[config.mk]
export PLATFORM = sky130hd
export DESIGN_NAME = multi_freq_div
export DESIGN_NICKNAME = d
export VERILOG_FILES = /design/src/rtl/multi_freq_div.sv
export SDC_FILE = /design/constraint.sdc
export NUM_CORES = 1
export LEC_CHECK = 0
export BUFFER_PORTS_ARGS = -buffer_cell sky130_fd_sc_hd__clkbuf_2
export CAP_MARGIN = 20
export CORE_MARGIN = 2
export CORE_UTILIZATION = 30
export CTS_BUF_LIST = sky130_fd_sc_hd__clkbuf_4 sky130_fd_sc_hd__clkbuf_8 sky130_fd_sc_hd__clkbuf_16
export DETAILED_ROUTE_END_ITERATION = 10
export GPL_ROUTABILITY_DRIVEN = 0
export GPL_TIMING_DRIVEN = 0
export HOLD_SLACK_MARGIN = 0.06
export PLACE_DENSITY = 0.47
export SLEW_MARGIN = 25
export SYNTH_ARGS = -nofsm -noshare
export SYNTH_HDL_FRONTEND = slang
export SYNTH_SLANG_ARGS = --single-unit
[constraint.sdc]
create_clock -name clk -period 8.15 [get_ports clk]
set_input_delay 1.63 -clock clk [delete_from_list [all_inputs] [get_ports clk]]
set_output_delay 1.63 -clock clk [all_outputs]
set_load 0.03 [all_outputs]
[src/rtl/multi_freq_div.sv]
`default_nettype none
// ============================================================================
// Module   : multi_freq_div
// Purpose  : NCH independent programmable clock dividers. Each channel divides
//            clk by its div register and produces a one-cycle tick per period
//            and a clock-like wave (mode 0 = toggle on tick, mode 1 = square
//            with high time floor(div/2)).
// Ports    : clk       - system clock, rising edge
//            reset     - synchronous, active-low reset
//            en        - global count enable (low freezes every channel)
//            sync_clr  - strobe restarting all channels in phase
//            cfg_we    - configuration write strobe
//            cfg_ch    - channel index of the write (>= NCH ignored)
//            cfg_div   - divisor to write (0 disables the channel)
//            cfg_mode  - mode to write (0 toggle, 1 square)
//            tick      - registered one-cycle pulse per channel period
//            wave      - registered waveform per channel
// Options  : MULTI_FREQ_DIV_SHADOW_EN - when defined, writes land in shadow
//            registers and are applied at the channel's next terminal count
//            (or at once if the channel is disabled / on sync_clr), without
//            restarting the channel.
// Revision : 1.0 - initial release
// ============================================================================
module multi_freq_div #(
  parameter int NCH      = 3,
  parameter int CW       = 26,
  parameter int DEF_DIV  = 20_000_000,
  parameter int DEF_MODE = 0
) (
  input  logic           clk,
  input  logic           reset,
  input  logic           en,
  input  logic           sync_clr,
  input  logic           cfg_we,
  input  logic [2:0]     cfg_ch,
  input  logic [CW-1:0]  cfg_div,
  input  logic           cfg_mode,
  output logic [NCH-1:0] tick,
  output logic [NCH-1:0] wave
);

  localparam logic [CW-1:0] C_DEF_DIV  = CW'(DEF_DIV);
  localparam logic          C_DEF_MODE = (DEF_MODE != 0);
  localparam logic [CW-1:0] C_ZERO     = '0;
  localparam logic [CW-1:0] C_ONE      = CW'(1);

  generate
    for (genvar gi = 0; gi < NCH; gi++) begin : g_ch
      logic [CW-1:0] div_q, div_d;
      logic [CW-1:0] cnt_q, cnt_d;
      logic          mode_q, mode_d;
      logic          tick_q, tick_d;
      logic          wave_q, wave_d;
      logic          w_sel;
      logic          w_tc;
`ifdef MULTI_FREQ_DIV_SHADOW_EN
      logic [CW-1:0] shd_div_q, shd_div_d;
      logic          shd_mode_q, shd_mode_d;
      logic          pend_q, pend_d;
`endif

      // Indices >= NCH never match any generated channel, so such writes drop.
      assign w_sel = cfg_we && (cfg_ch == 3'(gi));
      // Only meaningful when div_q >= 1, so div_q - 1 cannot wrap here.
      assign w_tc  = (cnt_q == (div_q - C_ONE));

      always_comb begin
        div_d  = div_q;
        mode_d = mode_q;
        cnt_d  = cnt_q;
        tick_d = 1'b0;
        wave_d = wave_q;
`ifdef MULTI_FREQ_DIV_SHADOW_EN
        shd_div_d  = shd_div_q;
        shd_mode_d = shd_mode_q;
        pend_d     = pend_q;

        if (sync_clr) begin
          cnt_d  = C_ZERO;
          wave_d = 1'b0;
          // A write in the same cycle wins over an older pending shadow.
          if (w_sel) begin
            div_d  = cfg_div;
            mode_d = cfg_mode;
            pend_d = 1'b0;
          end else if (pend_q) begin
            div_d  = shd_div_q;
            mode_d = shd_mode_q;
            pend_d = 1'b0;
          end
        end else if (div_q == C_ZERO) begin
          // Idle channel: nothing to glitch, so a write takes effect at once.
          cnt_d  = C_ZERO;
          wave_d = 1'b0;
          if (w_sel) begin
            div_d  = cfg_div;
            mode_d = cfg_mode;
          end
        end else begin
          if (w_sel) begin
            shd_div_d  = cfg_div;
            shd_mode_d = cfg_mode;
            pend_d     = 1'b1;
          end
          if (en) begin
            cnt_d  = w_tc ? C_ZERO : (cnt_q + C_ONE);
            tick_d = w_tc;
            if (mode_q)
              wave_d = (cnt_d < (div_q >> 1));
            else if (w_tc)
              wave_d = ~wave_q;
            // Retune on the period boundary; a write landing on that very
            // edge is forwarded so it is not delayed a whole period.
            if (w_tc && (w_sel || pend_q)) begin
              div_d  = w_sel ? cfg_div  : shd_div_q;
              mode_d = w_sel ? cfg_mode : shd_mode_q;
              pend_d = 1'b0;
            end
          end
        end
`else
        if (sync_clr) begin
          cnt_d  = C_ZERO;
          wave_d = 1'b0;
          if (w_sel) begin
            div_d  = cfg_div;
            mode_d = cfg_mode;
          end
        end else if (w_sel) begin
          div_d  = cfg_div;
          mode_d = cfg_mode;
          cnt_d  = C_ZERO;
          wave_d = 1'b0;
        end else if (div_q == C_ZERO) begin
          cnt_d  = C_ZERO;
          wave_d = 1'b0;
        end else if (en) begin
          cnt_d  = w_tc ? C_ZERO : (cnt_q + C_ONE);
          tick_d = w_tc;
          if (mode_q)
            wave_d = (cnt_d < (div_q >> 1));
          else if (w_tc)
            wave_d = ~wave_q;
        end
`endif
      end

      always_ff @(posedge clk) begin
        if (!reset) begin
          div_q  <= C_DEF_DIV;
          mode_q <= C_DEF_MODE;
          cnt_q  <= C_ZERO;
          tick_q <= 1'b0;
          wave_q <= 1'b0;
`ifdef MULTI_FREQ_DIV_SHADOW_EN
          shd_div_q  <= C_DEF_DIV;
          shd_mode_q <= C_DEF_MODE;
          pend_q     <= 1'b0;
`endif
        end else begin
          div_q  <= div_d;
          mode_q <= mode_d;
          cnt_q  <= cnt_d;
          tick_q <= tick_d;
          wave_q <= wave_d;
`ifdef MULTI_FREQ_DIV_SHADOW_EN
          shd_div_q  <= shd_div_d;
          shd_mode_q <= shd_mode_d;
          pend_q     <= pend_d;
`endif
        end
      end

      assign tick[gi] = tick_q;
      assign wave[gi] = wave_q;
    end
  endgenerate

endmodule
`default_nettype wire
==> results of run 1 <==
metrics by stage:
stage,instances,power [mW]
after floorplan,1698,0.958
after global placement,2275,1.03
after detailed placement,2275,1.03
after CTS,2305,1.93
after global routing,2305,1.99
final,2305,1.91
cells in the final DEF, fill, tap and decap left out, types with 10 or more instances in the layout:
cell type / n
sky130_fd_sc_hd__xor2_1: 87
sky130_fd_sc_hd__nand3_1: 63
sky130_fd_sc_hd__clkbuf_1: 92
sky130_fd_sc_hd__nand4_1: 55
sky130_fd_sc_hd__and2_1: 11
sky130_fd_sc_hd__buf_2: 13
sky130_fd_sc_hd__and4_1: 12
sky130_fd_sc_hd__a21oi_1: 63
sky130_fd_sc_hd__clkbuf_2: 40
sky130_fd_sc_hd__o211ai_1: 30
sky130_fd_sc_hd__nor2b_1: 13
sky130_fd_sc_hd__a31oi_1: 16
sky130_fd_sc_hd__dfxtp_1: 165
sky130_fd_sc_hd__o32ai_1: 24
sky130_fd_sc_hd__nor4_1: 25
sky130_fd_sc_hd__ha_1: 78
sky130_fd_sc_hd__xnor2_1: 87
sky130_fd_sc_hd__a21boi_0: 61
sky130_fd_sc_hd__clkbuf_16: 17
sky130_fd_sc_hd__nor3_1: 68
sky130_fd_sc_hd__buf_4: 10
sky130_fd_sc_hd__nor2_1: 167
sky130_fd_sc_hd__nand2_1: 230
sky130_fd_sc_hd__or3_1: 21
sky130_fd_sc_hd__inv_1: 93
sky130_fd_sc_hd__a21o_1: 36
sky130_fd_sc_hd__o21ai_0: 26
sky130_fd_sc_hd__and3_1: 23
per-layer routing:
| layer | vias to the layer above | global-route usage | wire (um) |
|---|---|---|---|
| li1 | 6070 | - | - |
| met1 | 5815 | 0.265 | 20200 |
| met2 | 321 | 0.316 | 18900 |
| met3 | 62 | 0.0319 | 2160 |
| met4 | 0 | 0.0638 | 1140 |
| met5 | - | 0 | 0 |
state kept, by name (all words and copies together) (netlist names):
signal	cells
g_ch.cnt_q	78
g_ch.div_q	78
g_ch.mode_q	3
g_ch.tick_q	3
g_ch.wave_q	3
layout make-up:
type                    instances  area [sq um]  share of cell area
multi-input cells            1317          8490               0.599
clock inverters                 9           151              0.0107
flip-flops and latches        165          3300               0.233
clock buffers                  21           474              0.0335
inverters                      93           349              0.0246
plain buffers                 123           533              0.0376
repair buffers                 38           190              0.0134
well taps                     539           674              0.0476
report_power, final:
group / internal, mW / switching (mW)
clock: 0.537 / 0.357
sequential: 0.817 / 0.0155
combinational: 0.0593 / 0.127
synth_stat cells, types with 26 or more instances:
cell type	count
sky130_fd_sc_hd__nor2_1	167
sky130_fd_sc_hd__xnor2_1	87
sky130_fd_sc_hd__a21boi_0	61
sky130_fd_sc_hd__xor2_1	87
sky130_fd_sc_hd__o211ai_1	30
sky130_fd_sc_hd__dfxtp_1	165
sky130_fd_sc_hd__nand3_1	63
sky130_fd_sc_hd__clkbuf_1	92
sky130_fd_sc_hd__inv_1	93
sky130_fd_sc_hd__nand4_1	55
sky130_fd_sc_hd__nand2_1	230
sky130_fd_sc_hd__ha_1	78
sky130_fd_sc_hd__nor3_1	68
sky130_fd_sc_hd__o21ai_0	26
sky130_fd_sc_hd__a21oi_1	63
sky130_fd_sc_hd__a21o_1	36
cell families after synthesis:
family                   Yosys count
flip-flops                       165
AND/OR/NAND/NOR                  737
buffers and inverters            216
adder cells (fa/ha/maj)           78
XOR/XNOR                         174
AO/OA/AOI/OAI                    317
multiplexers                      11
worst paths after layout:
| kind | to | slack, ns | cells past startpoint |
|---|---|---|---|
| min | g_ch[2].div_q[25] | 0.51 | 2 |
| min reg2reg | g_ch[2].div_q[25] | 0.51 | 2 |
| max | g_ch[1].wave_q | 2.35 | 21 |
| max reg2reg | g_ch[1].wave_q | 2.35 | 21 |
tightest hold or removal path, stage by stage (launching register included):
cell	delay (ns)
sky130_fd_sc_hd__dfxtp_1	0.34
sky130_fd_sc_hd__nand2_1	0.06
sky130_fd_sc_hd__a21boi_0	0.06
==> results.yml, run 1 <==
run_status:
  run_status: "complete, no violations"
synthesis:
  synth_top_area_share: 0.261
  synthesis.nets: 1811
  synth.cell_area_sq_um: 12700
  synth_area_leaders: "sky130_fd_sc_hd__dfxtp_1 (26%), sky130_fd_sc_hd__ha_1 (7.7%), sky130_fd_sc_hd__nand2_1 (6.8%)"
  yosys_register_bits: 165
  synthDominantAreaCellType: "sky130_fd_sc_hd__dfxtp_1"
  cell_count_after_synthesis: 1698
  asyncSetResetFlopFracSynth: 0
  synth_enable_flop_cells: 0
  synth_adder_area_share: 0.0771
  syn_avg_cell_area_sq_um: 7.46
  synth-simple-area-share: 0.285
  synth_compound_gate_area_share: 0.177
  synth.lib_cells_used.distinct: 77
  seq_area_frac_synth: 0.261
  post_synthesis_mux_area_share: 0.00998
  synthesis.yosys.warnings: 0
  synth_flop_cell: "sky130_fd_sc_hd__dfxtp_1"
  yosys.area_share.xor_xnor: 0.120
  largest_family_of_logic_cells_by_synthesized_area: "simple AND/OR/NAND/NOR gates"
critical_path:
  critical_setup_path_class: "flip-flop to flip-flop"
  worstPathRequired_ns: 8.43
  crit_path_top_delay_cell: "sky130_fd_sc_hd__or4b_1"
  critical_path.reg2reg.startpoint: "g_ch[1].div_q[0]"
  cp.arrival_ns: 6.08
  crit_path_cell_trace: "inv_1 > ha_1 > or4b_1 > clkbuf_2 > or3_1 > a2111oi_2 > o2111ai_1 > nor4_1 > o2111a_2 > buf_6 > buf_2 > buf_4 > nor2_1 > ha_1 > nand4_1 > nor3_1 > nand3_1 > or3_1 > or3_1 > a221oi_1 > a211oi_1"
  max_stage_delay_ns: 0.46
  worst_setup_path_startpoint: "g_ch[1].div_q[0]"
  crit_path_max_fanout: 10
  timing.critical_path.from_type: "flip-flop"
  critical_path.n_buffers_inverters: 5
  critical_path.top_delay_family: "simple AND/OR/NAND/NOR gates"
  cp-end-kind: "flip-flop"
  path_common_cell: "sky130_fd_sc_hd__or3_1"
clock_tree:
  cts_hold_repair.buffers: 0
  cts.path.max_buffers: 2
  post_cts_resized: 0
  cts.sinks: 165
  clk_pin_slew_ns: 0.07
  htree_levels: 4
  root_driver: "sky130_fd_sc_hd__clkbuf_16"
  insertion_delay_ns: 0.45
  numCtsBuffers: 17
  cts_setup_buffers: 0
  tritoncts: "done"
final_layout:
  finish.instance_area_sq_um: 14200
  final_util: 0.338
  post_route_cells_drive_above_1_share: 0.0708
  antenna-diode-count: 0
  n_fill_cell: 4510
  synthToLayoutAreaGrowth_pct: 11.8
  fin_nets: 1868
route:
  route.detailed.vias_per_inst: 5.32
  routedWlPerCell_um: 18.4
  drt-pass1-iter-count: 5
  final_antenna_net_count: 0
  postRouteWirelength_mm: 42.3
  num_vias: 12300
  initialDrtViolationCount: 826
  drcViolationCount: 0
sta:
  worst_slew_pin_slew_ns: 1.08
  finalMaxSlewViolations: 0
  timing.max_slew.rel_slack: 0.270
  totalNegativeSetupSlack_ns: 0
  post-route-period-util: 0.712
  finalClockSkew_ns: 0.00748
  final.setup.worst_slack_ns: 2.35
  setup_viol: 0
  setup_repair_after_global_routing_missed_its_margin: "false"
  final-hold-violation-count: 0
  final_period_minus_worst_setup_slack_ns: 5.80
  timing.hold.ws_ns: 0.506
  maxClockFrequency_ghz: 0.172
floorplan:
  ioPinCount: 41
  full_die_area_sq_um: 43900
  die_h_um: 209
  die_x_um: 209
  design.core.area_sq_um: 41900
  std_cell_rows: 75
  initial_util: 0.303
placement:
  dp_worst_setup_slack_ns: 2.39
  post-dp-hpwl_mm: 34.1
  placed_cell_area_sq_um: 13500
  portBuffers: 38
grt:
  grt_start_max_net_pins: 17
  grt_util_all_layers: 0.195
  antenna_violations_before_repair: 0
  grt_overflow_total: 0
  first_global_vias: 11700
  first_pass_grt_wire_length_mm: 66.3
power:
  power_leakage_nw: 5.44
  maximum_vdd_drop_v: 0.000143
  power-per-cell-area_nw_per_um2: 135
run:
  max_cap_violations: 0
hold_path:
  worstHoldPathType: "flip-flop to flip-flop"
  hold_path.startpoint: "g_ch[2].div_q[25]"
Note: power is estimated with default switching activity, not from simulation.
==> run 2, diff against run 1 <==
Settings changed: PLACE_DENSITY 0.47 to 0.49.
Clock period 8.15 ns to 4.9 ns, I/O delays scaled along.
==> run 2 against run 1 <==
Compared with the run above: the run now ends with setup timing left; sequential power increased by 67%; via count rose by 1.1%; wire length is 0.59% higher; critical path type unchanged; highest routed layer unchanged.
==> results.yml, run 2 (synthesis results as in run 1) <==
final_layout:
  finish.instance_area_sq_um: 14700
  largest_registers: "g_ch.cnt_q x78, g_ch.div_q x78"
  post_route_cells_drive_above_1_share: 0.112
  final_common_cell: "sky130_fd_sc_hd__nand2_1"
  final_util: 0.352
  mostFrequentLayoutCells: "sky130_fd_sc_hd__nand2_1 (229), sky130_fd_sc_hd__nor2_1 (163), sky130_fd_sc_hd__dfxtp_1 (160)"
  fin_nets: 1891
  antenna-diode-count: 0
  final-instance-count-excl-fill: 2330
  synthToLayoutAreaGrowth_pct: 16.3
sta:
  final_period_minus_worst_setup_slack_ns: 4.99
  timing.max_slew.rel_slack: 0.282
  finalClockSkew_ns: 0.0124
  post-route-period-util: 1.02
  setup_repair_after_global_routing_missed_its_margin: "true"
  totalNegativeSetupSlack_ns: -0.0903
  finalMaxSlewViolations: 0
  worst_slew_pin_slew_ns: 1.08
  final-hold-violation-count: 0
  final.setup.worst_slack_ns: -0.0903
  setup_viol: 1
  maxClockFrequency_ghz: 0.200
  timing.hold.ws_ns: 0.499
placement:
  dp_worst_setup_slack_ns: -1.06
  placed_cell_area_sq_um: 13500
  post-dp-hpwl_mm: 33.4
  portBuffers: 38
  place_inst: 2275
power:
  report.power.total_mw: 3.15
  power.net_switching_mw: 0.891
  power_leakage_nw: 5.60
  intPower_mw: 2.26
  share_seq_of_total_power: 0.440
  combPwrFrac: 0.103
  power-per-cell-area_nw_per_um2: 214
  power.clock.fraction: 0.457
  maximum_vdd_drop_v: 0.000209
  power_switching_share: 0.283
route:
  final_antenna_net_count: 0
  route.detailed.vias_per_inst: 5.33
  initialDrtViolationCount: 827
  drt-pass1-iter-count: 7
  routedWlPerCell_um: 18.3
  drcViolationCount: 0
  num_vias: 12400
  postRouteWirelength_mm: 42.6
critical_path:
  critical_path.reg2reg.startpoint: "g_ch[1].div_q[0]"
  cp.arrival_ns: 5.27
  timing.critical_path.from_type: "flip-flop"
  cp-end-kind: "flip-flop"
  critical_path_depth: 20
  crit_path_cell_trace: "inv_4 > ha_4 > or4b_4 > buf_8 > or3_4 > a2111oi_4 > o2111ai_2 > nor4_2 > o2111a_2 > buf_8 > buf_8 > nor2_4 > ha_4 > nand4_1 > nor3_2 > nand3_1 > or3_4 > or3_4 > a221oi_4 > a211oi_2"
  critical_setup_path_class: "flip-flop to flip-flop"
  crit_path_capture: "g_ch[1].wave_q"
  worst_r2r_endpoint: "g_ch[1].wave_q"
  crit_path_top_delay_cell: "sky130_fd_sc_hd__or4b_4"
  worstPathRequired_ns: 5.18
  crit_path_max_fanout: 7
  critical_path.top_delay_family: "simple AND/OR/NAND/NOR gates"
  worst_setup_path_startpoint: "g_ch[1].div_q[0]"
  max_stage_delay_ns: 0.46
  critical_path.n_buffers_inverters: 4
  worst-r2r-setup-slack_ns: -0.09
  worstRegToRegCells: 20
floorplan:
  die_x_um: 209
  ioPinCount: 41
  design.core.area_sq_um: 41900
  std_cell_rows: 75
  initial_util: 0.303
  full_die_area_sq_um: 43900
  die_h_um: 209
clock_tree:
  tritoncts: "done"
  htree_levels: 4
  cts_hold_repair.buffers: 0
  numCtsBuffers: 17
  cts.sinks: 165
  insertion_delay_ns: 0.45
  root_driver: "sky130_fd_sc_hd__clkbuf_16"
  clk_pin_slew_ns: 0.07
  cts.path.max_buffers: 2
hold_path:
  worstHoldPathType: "flip-flop to flip-flop"
  hold_path.startpoint: "g_ch[1].div_q[25]"
grt:
  first_global_vias: 11800
  antenna_violations_before_repair: 0
  grt_util_all_layers: 0.193
  grt_overflow_total: 0
  first_pass_grt_wire_length_mm: 66.3
  grt_start_max_net_pins: 17
run_status:
  run_status: "finished, violations left"
  violations: "setup timing"
run:
  max_cap_violations: 0
==> run 2: cell types whose count changed in the layout (fill, tap and decap cells not counted), sizes merged <==
cell,delta
clkinv,-2
inv,+5
clkinvlp,+2
clkbuf,-2
buf,+24
bufinv,-2
==> run 2: worst min path at each step <==
stage	endpoint	slack, ns	depth (start not counted)
floorplan	g_ch[0].wave_q	0.46	2
global placement	g_ch[1].div_q[25]	0.49	2
detailed placement	g_ch[1].div_q[25]	0.50	2
CTS	g_ch[1].div_q[25]	0.51	2
global route	g_ch[2].div_q[25]	0.54	2
finish	g_ch[1].div_q[25]	0.50	2
==> run 2: area by class of cell <==
type                       instances  area [sq um]
buffer                           119           556
clock buffer                      20           460
clock inverter                    12           143
fill                            4482         27100
inverter                          93           354
multi-input combinational       1317          8820
sequential                       165          3310
tap                              539           674
timing repair buffer              65           409
==> run 2: layer usage <==
layer	wire length, um	vias to the layer above	track usage
met5	0	-	0
met2	19600	286	0.318
li1	-	6115	-
met4	873	0	0.0567
met3	2180	41	0.0341
met1	19900	5967	0.259
==> run 2: tightest hold or removal path, delay by kind of cell (launching register included) <==
family / cells / cell delay (ns)
flip-flops: 1 / 0.33
AND/OR/NAND/NOR: 1 / 0.06
AO/OA/AOI/OAI: 1 / 0.06
==> run 2: power groups by stage <==
stage / combinational [mW] / clock (mW) / sequential (mW)
after floorplan: 0.187 / 0 / 1.41
after global placement: 0.298 / 0 / 1.42
after detailed placement: 0.301 / 0 / 1.42
after CTS: 0.313 / 1.48 / 1.38
after global routing: 0.354 / 1.53 / 1.39
final: 0.326 / 1.44 / 1.39
==> run 2: what timing repair did <==
item	in CTS	in global routing
setup buffers	16	11
pin swaps	12	32
setup endpoints to repair	3	3
gates resized for setup	35	48
hold endpoints to repair	0	0
